### config.mk
export PLATFORM = sky130hd
export DESIGN_NAME = clk_div_prog
export DESIGN_NICKNAME = d
export VERILOG_FILES = /design/src/rtl/clk_div_pkg.sv /design/src/rtl/clk_div_chan.sv /design/src/rtl/clk_div_prog.sv
export SDC_FILE = /design/constraint.sdc
export NUM_CORES = 1
export LEC_CHECK = 0
export BUFFER_PORTS_ARGS = -buffer_cell sky130_fd_sc_hd__buf_2
export CAP_MARGIN = 20
export CORE_MARGIN = 2
export CORE_UTILIZATION = 50
export CTS_CLUSTER_DIAMETER = 120
export DETAILED_ROUTE_END_ITERATION = 16
export PLACE_DENSITY = 0.69
export SYNTH_ARGS = -nofsm -noshare
export SYNTH_HDL_FRONTEND = slang
export SYNTH_HIERARCHICAL = 1
export SYNTH_SLANG_ARGS = --single-unit
### constraint.sdc
create_clock -name clk_in -period 3.5 [get_ports clk_in]
set_clock_uncertainty 0.15 [all_clocks]
set_input_delay 0.7 -clock clk_in [delete_from_list [all_inputs] [get_ports clk_in]]
set_output_delay 0.7 -clock clk_in [all_outputs]
set_load 0.005 [all_outputs]
### src/rtl/clk_div_pkg.sv
// Shared helpers for the programmable clock divider: channel-select width,
// effective divisor (0 behaves as 1) and high-phase length at one extra bit.
package clk_div_pkg;

    localparam int MAX_W = 32;

    function automatic int ch_w(input int n);
        return (n <= 1) ? 1 : $clog2(n);
    endfunction

    function automatic logic [MAX_W-1:0] div_eff(input logic [MAX_W-1:0] d);
        return (d == '0) ? MAX_W'(1) : d;
    endfunction

    // One bit wider than the divisor so d = all-ones cannot overflow.
    function automatic logic [MAX_W:0] high_len(input logic [MAX_W-1:0] d);
        return ({1'b0, d} + (MAX_W+1)'(1)) >> 1;
    endfunction

endpackage

### src/rtl/clk_div_chan.sv
// One divider channel: counter, active divisor, shadow divisor and pending flag.
// Outputs decode registers only; a new divisor takes effect at the next wrap or restart.
module clk_div_chan
    import clk_div_pkg::*;
#(
    parameter int WIDTH       = 16,
    parameter int DEFAULT_DIV = 1
) (
    input  logic             clk_in,
    input  logic             rst,
    input  logic             run,
    input  logic             restart,
    input  logic             wr,
    input  logic [WIDTH-1:0] wr_div,
    output logic             clk_out,
    output logic             tick,
    output logic             pend
);

    logic [WIDTH-1:0] cnt;
    logic [WIDTH-1:0] div;
    logic [WIDTH-1:0] shadow;
    logic [WIDTH-1:0] deff;
    logic             last;

    assign deff    = WIDTH'(div_eff(MAX_W'(div)));
    assign last    = (cnt == deff - WIDTH'(1));
    assign clk_out = ((MAX_W+1)'(cnt) < high_len(MAX_W'(deff)));
    assign tick    = run && last;

    always_ff @(posedge clk_in or posedge rst) begin
        if (rst) begin
            cnt    <= '0;
            div    <= WIDTH'(DEFAULT_DIV);
            shadow <= WIDTH'(DEFAULT_DIV);
            pend   <= 1'b0;
        end else begin
            if (restart) begin
                cnt <= '0;
                if (pend) begin
                    div  <= shadow;
                    pend <= 1'b0;
                end
            end else if (run) begin
                if (last) begin
                    cnt <= '0;
                    if (pend) begin
                        div  <= shadow;
                        pend <= 1'b0;
                    end
                end else begin
                    cnt <= cnt + WIDTH'(1);
                end
            end
            // A write only lands when pend was clear, so it never overwrites
            // a value still waiting; it overrides the apply above by design.
            if (wr) begin
                shadow <= wr_div;
                pend   <= 1'b1;
            end
        end
    end

endmodule

### src/rtl/clk_div_prog.sv
// Multi-channel programmable clock divider with valid/ready divisor reload.
// Optional per-channel run enable via `CLK_DIV_GATE_EN (default build: always running).
module clk_div_prog
    import clk_div_pkg::*;
#(
    parameter  int NUM_CH      = 2,
    parameter  int WIDTH       = 16,
    parameter  int DEFAULT_DIV = 1,
    localparam int CH_W        = ch_w(NUM_CH)
) (
    input  logic              clk_in,
    input  logic              rst,
    input  logic              cfg_valid,
    output logic              cfg_ready,
    input  logic [CH_W-1:0]   cfg_ch,
    input  logic [WIDTH-1:0]  cfg_div,
    input  logic              restart,
`ifdef CLK_DIV_GATE_EN
    input  logic [NUM_CH-1:0] ch_en,
`endif
    output logic [NUM_CH-1:0] clk_out,
    output logic [NUM_CH-1:0] tick
);

    logic [NUM_CH-1:0]    pend;
    logic [2**CH_W-1:0]   pend_all;
    logic                 accept;

    // Unused select codes read as never-pending, so writes to them are
    // accepted and silently dropped.
    assign pend_all  = (2**CH_W)'(pend);
    assign cfg_ready = !pend_all[cfg_ch];
    assign accept    = cfg_valid && cfg_ready;

    for (genvar i = 0; i < NUM_CH; i++) begin : g_ch
        logic run;
`ifdef CLK_DIV_GATE_EN
        assign run = ch_en[i];
`else
        assign run = 1'b1;
`endif
        clk_div_chan #(
            .WIDTH       (WIDTH),
            .DEFAULT_DIV (DEFAULT_DIV)
        ) u_chan (
            .clk_in  (clk_in),
            .rst     (rst),
            .run     (run),
            .restart (restart),
            .wr      (accept && (cfg_ch == CH_W'(i))),
            .wr_div  (cfg_div),
            .clk_out (clk_out[i]),
            .tick    (tick[i]),
            .pend    (pend[i])
        );
    end

endmodule

After elaboration in Yosys (flattened, before gate mapping). Cells that the tools add are included.

Flip-flop bits (word level): 98. Output and inout bits: 5. Logic and storage cells: 50.

Add/sub/neg operators: 6. Magnitude comparators: 3. Equal/unequal tests: 2. Multiplexer cells: 20. Bitwise gates (word level): 1. Reductions and logical operators: 10.

Operators with widths (number): $mux 16 (12); $lt 16x32->1 (2); $add 16x1->17 const B (2); $add 16x1->16 const B (2); $eq 16x16->1 (2); $logic_not 16->1 (2); $sub 16x1->16 const B (2); $mux 1 (8); $reduce_bool 3->1 (2); $reduce_bool 2->1 (2); $logic_and 1x1->1 (3); $lt 1x2->1 const B (1); $logic_not 1->1 (1); $not 1->1 (1).

Logic depth before layout (Yosys ltp). Gate-level depths: netlist of run 1.

Depth after elaboration: 7. Depth in mapped cells: 16. Mapped depth without buffers: 13.

By module. The synthesis of run 1 kept the hierarchy.

By module, submodules not included: clk_div_chan (g_ch[1].u_chan) (instances 1, cells an instance 415, area each 3747.3 µm², sequential area each 1228.7 µm²); clk_div_chan (g_ch[0].u_chan) (instances 1, cells an instance 339, area each 3398.3 µm², sequential area each 1228.7 µm²); clk_div_prog (instances 1, cells an instance 4, area each 30.0 µm², sequential area each 0.0 µm²).

Least setup slack after synthesis of run 1. No wires, ideal clock.

Kind: reg2out. Start: reg g_ch[1].u_chan.div[0]. End: out clk_out[1]. Arrival time: 2.959 ns. Required time: 2.650 ns. Path slack: -0.309 ns. Stages on the path, launching flop included: 15. Path buffers: 1. Cells stage by stage: dfstp_2 -> clkbuf_1 -> nand3_1 -> nor4_1 -> nand2_1 -> nor2_1 -> and3_1 -> nand2_1 -> xor2_1 -> ha_1 -> a21o_1 -> a21o_1 -> a21oi_1 -> o21ai_0 -> a21oi_1.

Longest elaborated chain between the ends: 4.

RTL lines: start: declaration (RTL line clk_div_chan.sv:21) `logic [WIDTH-1:0] div;`; start signal: assignment (RTL line clk_div_chan.sv:34) `div <= WIDTH'(DEFAULT_DIV);`; start signal: assignment (RTL line clk_div_chan.sv:41) `div <= shadow;`; start signal: assignment (RTL line clk_div_chan.sv:48) `div <= shadow;`; $logic_not 16->1 (RTL line clk_div_pkg.sv:12) `return (d == '0) ? MAX_W'(1) : d;`; $mux 16 * (RTL line clk_div_pkg.sv:12); $add 16x1->17 * (RTL line clk_div_pkg.sv:17) `return ({1'b0, d} + (MAX_W+1)'(1)) >> 1;`; $lt 16x32->1 * (RTL line clk_div_chan.sv:28) `assign clk_out = ((MAX_W+1)'(cnt) < high_len(MAX_W'(deff)));`; end: declaration (RTL line clk_div_prog.sv:21) `output logic [NUM_CH-1:0] clk_out,`.

Every way passes the cells marked *; elsewhere a longest branch is shown, timed or not.

Worst setup path after layout of run 1.
Start: reg g_ch[0].u_chan.div[0]. End: out tick[0].

Longest elaborated chain between the ends: 4.

RTL lines: start: declaration (RTL line clk_div_chan.sv:21); start signal: assignment (RTL line clk_div_chan.sv:34); start signal: assignment (RTL line clk_div_chan.sv:41); start signal: assignment (RTL line clk_div_chan.sv:48); $logic_not 16->1 (RTL line clk_div_pkg.sv:12); $mux 16 * (RTL line clk_div_pkg.sv:12); $sub 16x1->16 * (RTL line clk_div_chan.sv:27) `assign last = (cnt == deff - WIDTH'(1));`; $eq 16x16->1 * (RTL line clk_div_chan.sv:27); end: declaration (RTL line clk_div_prog.sv:22) `output logic [NUM_CH-1:0] tick`.

Marks and branches as above.

==> metrics list, run 1 <==
* Peak fanout along the critical path: 5
- The min-delay analysis places its worst path in the category in2async.
* Starting density of the core: 51.5%
- Counting flops with a built-in enable in the synthesized netlist gives 0.
- Most common library cell in the layout ignoring fill and taps: sky130_fd_sc_hd__buf_4
- Total of max-cap violations: 0
- Mean cell area of the mapped netlist: 9.47 um2
- The core region is 13,900 um2.
* Clock buffers created by TritonCTS: 9
- Total via count in the routed design: 6,085
- Final Worst Setup Slack: -0.301 ns
* Combinational share of power: 49.6%
* Yosys warning total: 6
- Routed Antenna Nets: 0
- Chip Width: 124 um
* Maximum number of pins on one net before global-route repair: 50
* Max_slew headroom: 45.4%
- The die covers 15,300 um2.
* Largest buffer count on any clock path: 2
* Combined global-route utilization of all metal layers: 26.1%
- The worst setup path is launched from a flop.
- For the worst setup path, the data required time is 2.65 ns.
* Topmost layer with routed signal wires: met4
* CTS Sinks: 98
- Path type of the worst setup path: reg2out
- The placed instances occupy a cell area of 7720 um2.
- Number of nets in the layout: 889
- Setup repair after global routing missed its margin: true
- Final number of setup-violating endpoints: 19
- VDD sags by at most 0.343 mV.
- The initial antenna violation count came to 0.
* Worst-margin pin slew: 0.819 ns
- The H-tree was split into 3 levels.
* Clock Root Buffer: sky130_fd_sc_hd__clkbuf_16
* Internal power summed over all cells: 0.00316 W
- Top-level I/O count: 26
* Wire length of the first global-routing pass: 31.1 mm
- After floorplanning, the core was divided into 43 placement rows.
- Sequential-to-total area share from yosys stat: 34.2%
- In the synthesized netlist the async set-or-reset flop fraction comes to 100%.
* M1 WL: 8.52 mm
- In the layout the commonest cells are sky130_fd_sc_hd__buf_4 (97), sky130_fd_sc_hd__dfrtp_1 (84), sky130_fd_sc_hd__xor2_1 (48).
- Summed over all layers, the routed wires come to 18.7 mm.
- Final hold vios: 0
- Leftover overflow at the end of global routing: 0
- STA puts the critical path data arrival time at 2.95 ns.
- Measured on the finished design, the core utilization comes to 61.9%.
- Number of register bits inferred by synthesis: 98
- CTS tree: done
- Dividing the final minimum period by the clock period gives 109%.
* Clock network latency to the later pin of the worst-skew pair: 0.36 ns
- The flow ran to the end, but the final reports show violations.
- The via count of the first global-routing pass is 6,145.
- Top FF cell, synth: sky130_fd_sc_hd__dfrtp_1
* Post-Syn Area: 7180 um2
* Antenna diode instance count: 0
- Proportion of layout cells with a drive suffix above 1: 33.1%
* Hold Buf Count CTS: 0
- In this run the vertical extent of the chip is 124 um.
- Compared with the post-synthesis result, the final layout area differs by 20.2%.
- The HPWL after detailed placement is 13.1 mm.
* Wire length per cell: 18.3 um
* Portion of total power attributed to the clock network: 19.0%
- Number of unique standard cell types used by synthesis: 76
- Wire segments on met2 add up to 8.95 mm in the final route.
* Switching component of the power: 0.00204 W
* Count of buffers from port buffering: 25
- Violations in the final reports: negative setup slack
- In this run the static leakage power is 3.82 nW.
- Static timing analysis puts the maximum clock frequency at 0.263 GHz.
* Average via count per standard cell: 5.97
- Placer Congestion: 0.924
- Before CTS, the worst setup slack after placement is -0.0464 ns.
- After the flow finishes, the layout carries non-filler instances totaling 1,019.
* Worst Setup End Kind: output port
* Final worst path period need: 3.80 ns
* Slack of the worst reg-to-reg path: -0.04 ns
- For this design the ratio of total power to cell area is 603 nW/um2.
- For this block, the initial DRC count from the detailed router was 396.
- Number of cells on the worst reg-to-reg path: 15
* Remaining DRCs: 0
- The critical path starts at g_ch[0].u_chan/div[0]$_DFFE_PP1P_.
- Clk slew on worst S/H paths: 0.07 ns
- The number of placed instances, taps included, is 962.
* Worst R2R Start: g_ch[0].u_chan/div[0]$_DFFE_PP1P_
* DR pass1 iterations: 5
* Switching part of the total: 39.3%
* Design area: 8620 um2
- Wire segments on met3 add up to 819 um in the final route.
- The final-report max-slew violation count is 0.
- Number of instances in the synthesized netlist: 758
- In this run, flip-flops and latches consume 31.3% of the power.
sequential cells by signal, indices dropped and copies added (netlist names):
name                flops
g_ch.u_chan/shadow     32
g_ch.u_chan/div        32
g_ch.u_chan/pend        2
g_ch.u_chan/cnt        32
path summary, 6_finish.rpt:
| path | endpoint |
|---|---|
| max | tick[0] |
| min | g_ch[0].u_chan/cnt[2]$_DFFE_PP0P_ |
| max reg2reg | g_ch[0].u_chan/div[1]$_DFFE_PP0P_ |
| min reg2reg | g_ch[0].u_chan/div[10]$_DFFE_PP0P_ |
| max in group asynchronous | g_ch[1].u_chan/shadow[0]$_DFFE_PP1P_ |
| min in group clk_in | g_ch[0].u_chan/div[10]$_DFFE_PP0P_ |
layout make-up:
class	count	area (um2)
Multi-Input combinational cell	578	4590
Tap cell	180	225
Inverter	18	67.6
Timing Repair Buffer	129	972
Clock buffer	10	239
Sequential cell	98	2470
Clock inverter	6	53.8
Fill cell	1106	5310
Yosys cell counts (all sizes together) (3+ instances only):
cell type  count  share of area, %
nand2         50               2.6
dfrtp         94                33
a41oi          3              0.63
nor2b          9              0.78
a21oi          9              0.63
a31o           3              0.37
nand3         45               3.1
nor3          28               2.7
nor3b          6              0.63
nor4          13               1.9
a31oi         31               2.7
o21ai         20               1.4
dfstp          4               1.5
and3          27               2.4
or3            4              0.35
o31ai          4              0.42
and2           7              0.61
nor2          39               2.0
or2            5              0.44
a21o          16               1.7
xor2          48               5.9
a211oi         5              0.59
clkbuf        47               2.5
a32oi          3              0.37
inv           18              0.94
ha            34               5.9
xnor2         44               5.4
buf           20               2.2
o21bai         4              0.63
and4           4              0.52
mux2          48               8.1
nand4         28               2.4
power by group through the flow:
stage / Clock, W / Sequential, W / Combinational [W]
final: 0.000989 / 0.00163 / 0.00258
after global routing: 0.00107 / 0.00166 / 0.00279
after detailed placement: 0 / 0.00162 / 0.00216
after global placement: 0 / 0.00159 / 0.00208
after floorplan: 0 / 0.00149 / 0.00165
after CTS: 0.00101 / 0.00162 / 0.00240
routing by layer:
metal,vias up,GRT usage (%)
li1,2877,-
met5,-,0
met2,184,42.5
met1,2990,35.5
met4,0,9.80
met3,34,3.34
worst max-delay path, stage by stage (launching register included):
cell	delay, ns
sky130_fd_sc_hd__dfstp_2	0.38
sky130_fd_sc_hd__buf_4	0.13
sky130_fd_sc_hd__o21bai_2	0.20
sky130_fd_sc_hd__inv_2	0.07
sky130_fd_sc_hd__ha_4	0.15
sky130_fd_sc_hd__or3b_1	0.37
sky130_fd_sc_hd__or3_4	0.41
sky130_fd_sc_hd__a211oi_4	0.26
sky130_fd_sc_hd__nand4_1	0.14
sky130_fd_sc_hd__nor3_2	0.15
sky130_fd_sc_hd__and4_1	0.21
sky130_fd_sc_hd__buf_2	0.11
what timing repair did:
action / in CTS / in global routing
resized for setup: 46 / 21
gates cloned: 0 / 1
endpoints found under the setup margin: 17 / 28
setup buffers: 30 / 10
pin swaps: 41 / 17
per-stage QoR:
stage	hold slack [ns]	power (W)	setup TNS, ns
after global routing	0.130	0.00551	-4.59
after CTS	0.358	0.00503	-1.55
after floorplan	0.327	0.00314	-0.0191
after global placement	0.332	0.00368	0
after detailed placement	0.342	0.00377	-0.126
final	0.118	0.00520	-1.54
kinds of logic (layout without fill, tap and decap cells):
kind of cell,Yosys count,after routing,share of synthesized area [%]
AOI/OAI and AO/OA,118,118,11.9
xor gates and xnor gates,93,93,11.6
adders and majority gates,34,34,5.93
buffers and inverters,85,163,5.70
DFF,98,98,34.2
muxes,50,50,8.33
other,1,4,0.0523
and+or+nand+nor,279,279,22.2
No activity file was read; power rests on OpenSTA's default activity.
==> inputs of run 2 (changes only) <==
HOLD_SLACK_MARGIN = 0.05   (was not set)
RECOVER_POWER = 50   (was not set)
==> metrics list, run 2 (same netlist as run 1, synthesis figures left out) <==
* Result of the run: complete, but fails checks
* Violations in the final reports: max-capacitance violations, max-slew violations, negative setup slack
* Max VDD drop: 0.344 mV (+0.42%)
- The kind of cell with the highest combined delay along the critical path is simple AND/OR/NAND/NOR gates.
* Area overhead of the layout relative to synthesis: 19.7%
* Leading cell types in the layout, fill and taps excluded: sky130_fd_sc_hd__buf_4 (97), sky130_fd_sc_hd__dfrtp_1 (84), sky130_fd_sc_hd__xor2_1 (48)
- Total of max-cap violations: 2 (+2)
- Initial antenna violation count: 0 (unchanged)
- The actual slew at the worst max-slew pin is 2.34 ns (+1.52 ns).
- Hold Buf Count CTS: 0 (unchanged)
* Total via count in the routed design: 6,100 (+0.25%)
- Final number of setup-violating endpoints: 19 (unchanged)
- Registers with the most flip-flops: g_ch.u_chan/cnt x32, g_ch.u_chan/div x32, g_ch.u_chan/shadow x32
- The total of fill cells in the finished design was 1,111 (+0.45%).
* Clock Root Buffer: sky130_fd_sc_hd__clkbuf_16
* Antenna diode instance count: 0 (unchanged)
* Post-placement cell area: 7720 um2 (unchanged)
- DIE HEIGHT: 124 um (unchanged)
* Max_slew headroom: -56.1% (-100 points)
- Maximum number of pins on one net before global-route repair: 50 (unchanged)
* Half-perimeter wire length after placement: 13.1 mm (unchanged)
* Cell leakage power: 3.80 nW (-0.45%)
* Routed Antenna Nets: 0 (unchanged)
- The last weighted congestion value of the routability-driven placer came to 0.924 (unchanged).
- CTS Sinks: 98 (unchanged)
* Core footprint: 13,900 um2 (unchanged)
- Average via count per standard cell: 5.99 (+0.25%)
- In this run the most used layer during global routing was met2.
* Path type of the worst setup path: reg2out
* Clk slew on worst S/H paths: 0.07 ns (about the same)
- Crit path arrival time: 2.95 ns (about the same)
* Chip Width: 124 um (unchanged)
- Path category of the worst min-delay check: in2async
* Wire length of the first global-routing pass: 31.1 mm (unchanged)
* Part of the cycle the worst path needs: 108% (-0.12 points)
- Design area: 8590 um2 (-0.39%)
- Number of cells on the worst reg-to-reg path: 15 (unchanged)
* Met2 GRT Util: 42.5% (unchanged)
- Crit. path cell count: 11 (unchanged)
- The ratio of total power to cell area was 605 nW/um2 (+0.35%).
- The sum of internal, switching and leakage power came to 0.00520 W (about the same).
- Most common library cell in the layout ignoring fill and taps: sky130_fd_sc_hd__buf_4
* Largest buffer count on any clock path: 2 (unchanged)
- The total wire length is 18.7 mm (+0.20%).
- Row Count: 43 (unchanged)
- The critical path goes through buf_4 -> o21bai_2 -> inv_2 -> ha_4 -> or3b_1 -> or3_4 -> a211oi_4 -> nand4_1 -> nor3_2 -> and4_1 -> buf_2.
* Clock buffers created by TritonCTS: 9 (unchanged)
* Final worst path period need: 3.80 ns (-0.00409 ns)
- The global-route total usage across every layer is 26.1% (unchanged).
- Global-route track usage on met3: 3.34% (unchanged)
* Proportion of layout cells with a drive suffix above 1: 32.5% (-0.60 points)
* Sequential standard cell area: 2470 um2 (unchanged)
- The final hold violation count came to 0 (unchanged).
- Number of H-tree levels: 3 (unchanged)
* Slew Viols, Final: 84 (+84)
* Crit-path slowest cell: sky130_fd_sc_hd__or3_4
* Number of global-route vias before repair: 6,145 (unchanged)
* Total area of multi-input combinational cells: 4590 um2 (unchanged)
- The highest cell delay on the worst timing path is 0.41 ns (about the same).
* Starting density of the core: 51.5% (unchanged)
- The DRC violation total after the first TritonRoute iteration was 378 (-4.5%).
- STA classifies the critical path startpoint as a flop.
- Worst Setup End Kind: output port
- The net total in the final layout came to 889 (unchanged).
- Count of buffers from port buffering: 25 (unchanged)
- The maximum clock frequency is 0.263 GHz (+0.11%).
- The routed wire length per instance came to 18.4 um (+0.20%).
* Remaining DRCs: 0 (unchanged)
- The data required time of the critical path came to 2.65 ns (about the same).
- CTS tree: done
- The area of the die was 15,300 um2 (unchanged).
* Leftover overflow at the end of global routing: 0 (unchanged)
- Setup repair after global routing could not meet its margin everywhere.
- The count of buffering cells on the critical path with inverters included was 3 (unchanged).
* DR pass1 iterations: 4 (-1)
- Met1 track demand over resource: 35.5% (unchanged)
- Final Worst Setup Slack: -0.297 ns (+0.00409 ns)
- Peak fanout along the critical path: 5 (unchanged)
- Clock network latency to the later pin of the worst-skew pair: 0.36 ns (about the same)
- The I/O pin count came to 26 (unchanged).
==> run 2: cell types whose count changed in the layout (fill, tap and decap cells not counted) <==
| cell | delta |
|---|---|
| sky130_fd_sc_hd__buf_12 | -2 |
| sky130_fd_sc_hd__buf_2 | -1 |
| sky130_fd_sc_hd__clkbuf_1 | +3 |
| sky130_fd_sc_hd__inv_1 | +2 |
| sky130_fd_sc_hd__inv_2 | -2 |
==> run 2: cell type report <==
cell class,instances,share of cell area [%]
Multi-Input combinational cell,578,53.5
Tap cell,180,2.62
Sequential cell,98,28.8
Clock inverter,6,0.626
Inverter,18,0.787
Timing Repair Buffer,129,10.9
Clock buffer,10,2.78
==> run 2: per-stage QoR <==
stage / utilization [%] / std cells / TNS (ns) / setup slack (ns) / hold WS, ns
global placement: 55.4 / 962 / 0 / 0.00441 / 0.332
CTS: 60.4 / 1007 / -1.55 / -0.317 / 0.358
detailed placement: 55.4 / 962 / -0.126 / -0.0464 / 0.342
floorplan: - / 761 / -0.0191 / -0.0190 / 0.327
global route: 61.6 / 1019 / -5.64 / -0.451 / 0.180
finish: 61.6 / 1019 / -1.48 / -0.297 / 0.142
==> run 2: per-layer routing <==
| metal | vias up | wire length (um) |
|---|---|---|
| met2 | 174 | 8950 |
| met1 | 3009 | 8510 |
| li1 | 2878 | - |
| met3 | 39 | 836 |
| met5 | - | 0 |
| met4 | 0 | 433 |
==> run 2: final timing paths <==
path | start | end | slack (ns)
max | g_ch[0].u_chan/div[0]$_DFFE_PP1P_ | tick[0] | -0.30
min | rst | g_ch[0].u_chan/cnt[2]$_DFFE_PP0P_ | 0.14
max reg2reg | g_ch[0].u_chan/div[0]$_DFFE_PP1P_ | g_ch[0].u_chan/div[1]$_DFFE_PP0P_ | -0.04
min reg2reg | g_ch[0].u_chan/shadow[10]$_DFFE_PP0P_ | g_ch[0].u_chan/div[10]$_DFFE_PP0P_ | 0.36
max in group asynchronous | rst | g_ch[1].u_chan/div[5]$_DFFE_PP0P_ | 0.34
min in group clk_in | g_ch[0].u_chan/shadow[10]$_DFFE_PP0P_ | g_ch[0].u_chan/div[10]$_DFFE_PP0P_ | 0.36
==> run 2: worst reg2reg max path, delay by kind of cell, from the launching register on <==
family | cells | cell delay [ns]
AO/OA/AOI/OAI | 3 | 0.62
buffers and inverters | 6 | 0.75
AND/OR/NAND/NOR | 4 | 1.07
multiplexers | 1 | 0.30
adder cells (fa/ha/maj) | 1 | 0.15
flip-flops | 1 | 0.38
==> run 2: power by group <==
group | leakage (nW) | internal, W | switching, W
clock network | 0.142 | 0.000516 | 0.000475
registers | 1.22 | 0.00138 | 0.000249
logic | 2.44 | 0.00126 | 0.00132
total | 3.80 | 0.00315 | 0.00204
==> run 2: repair_timing <==
action / 4_1_cts / 5_1_grt
endpoints found under the setup margin: 17 / 28
setup buffers: 30 / 10
gates cloned: 0 / 1
pin swaps: 41 / 17
gates resized for setup: 46 / 21
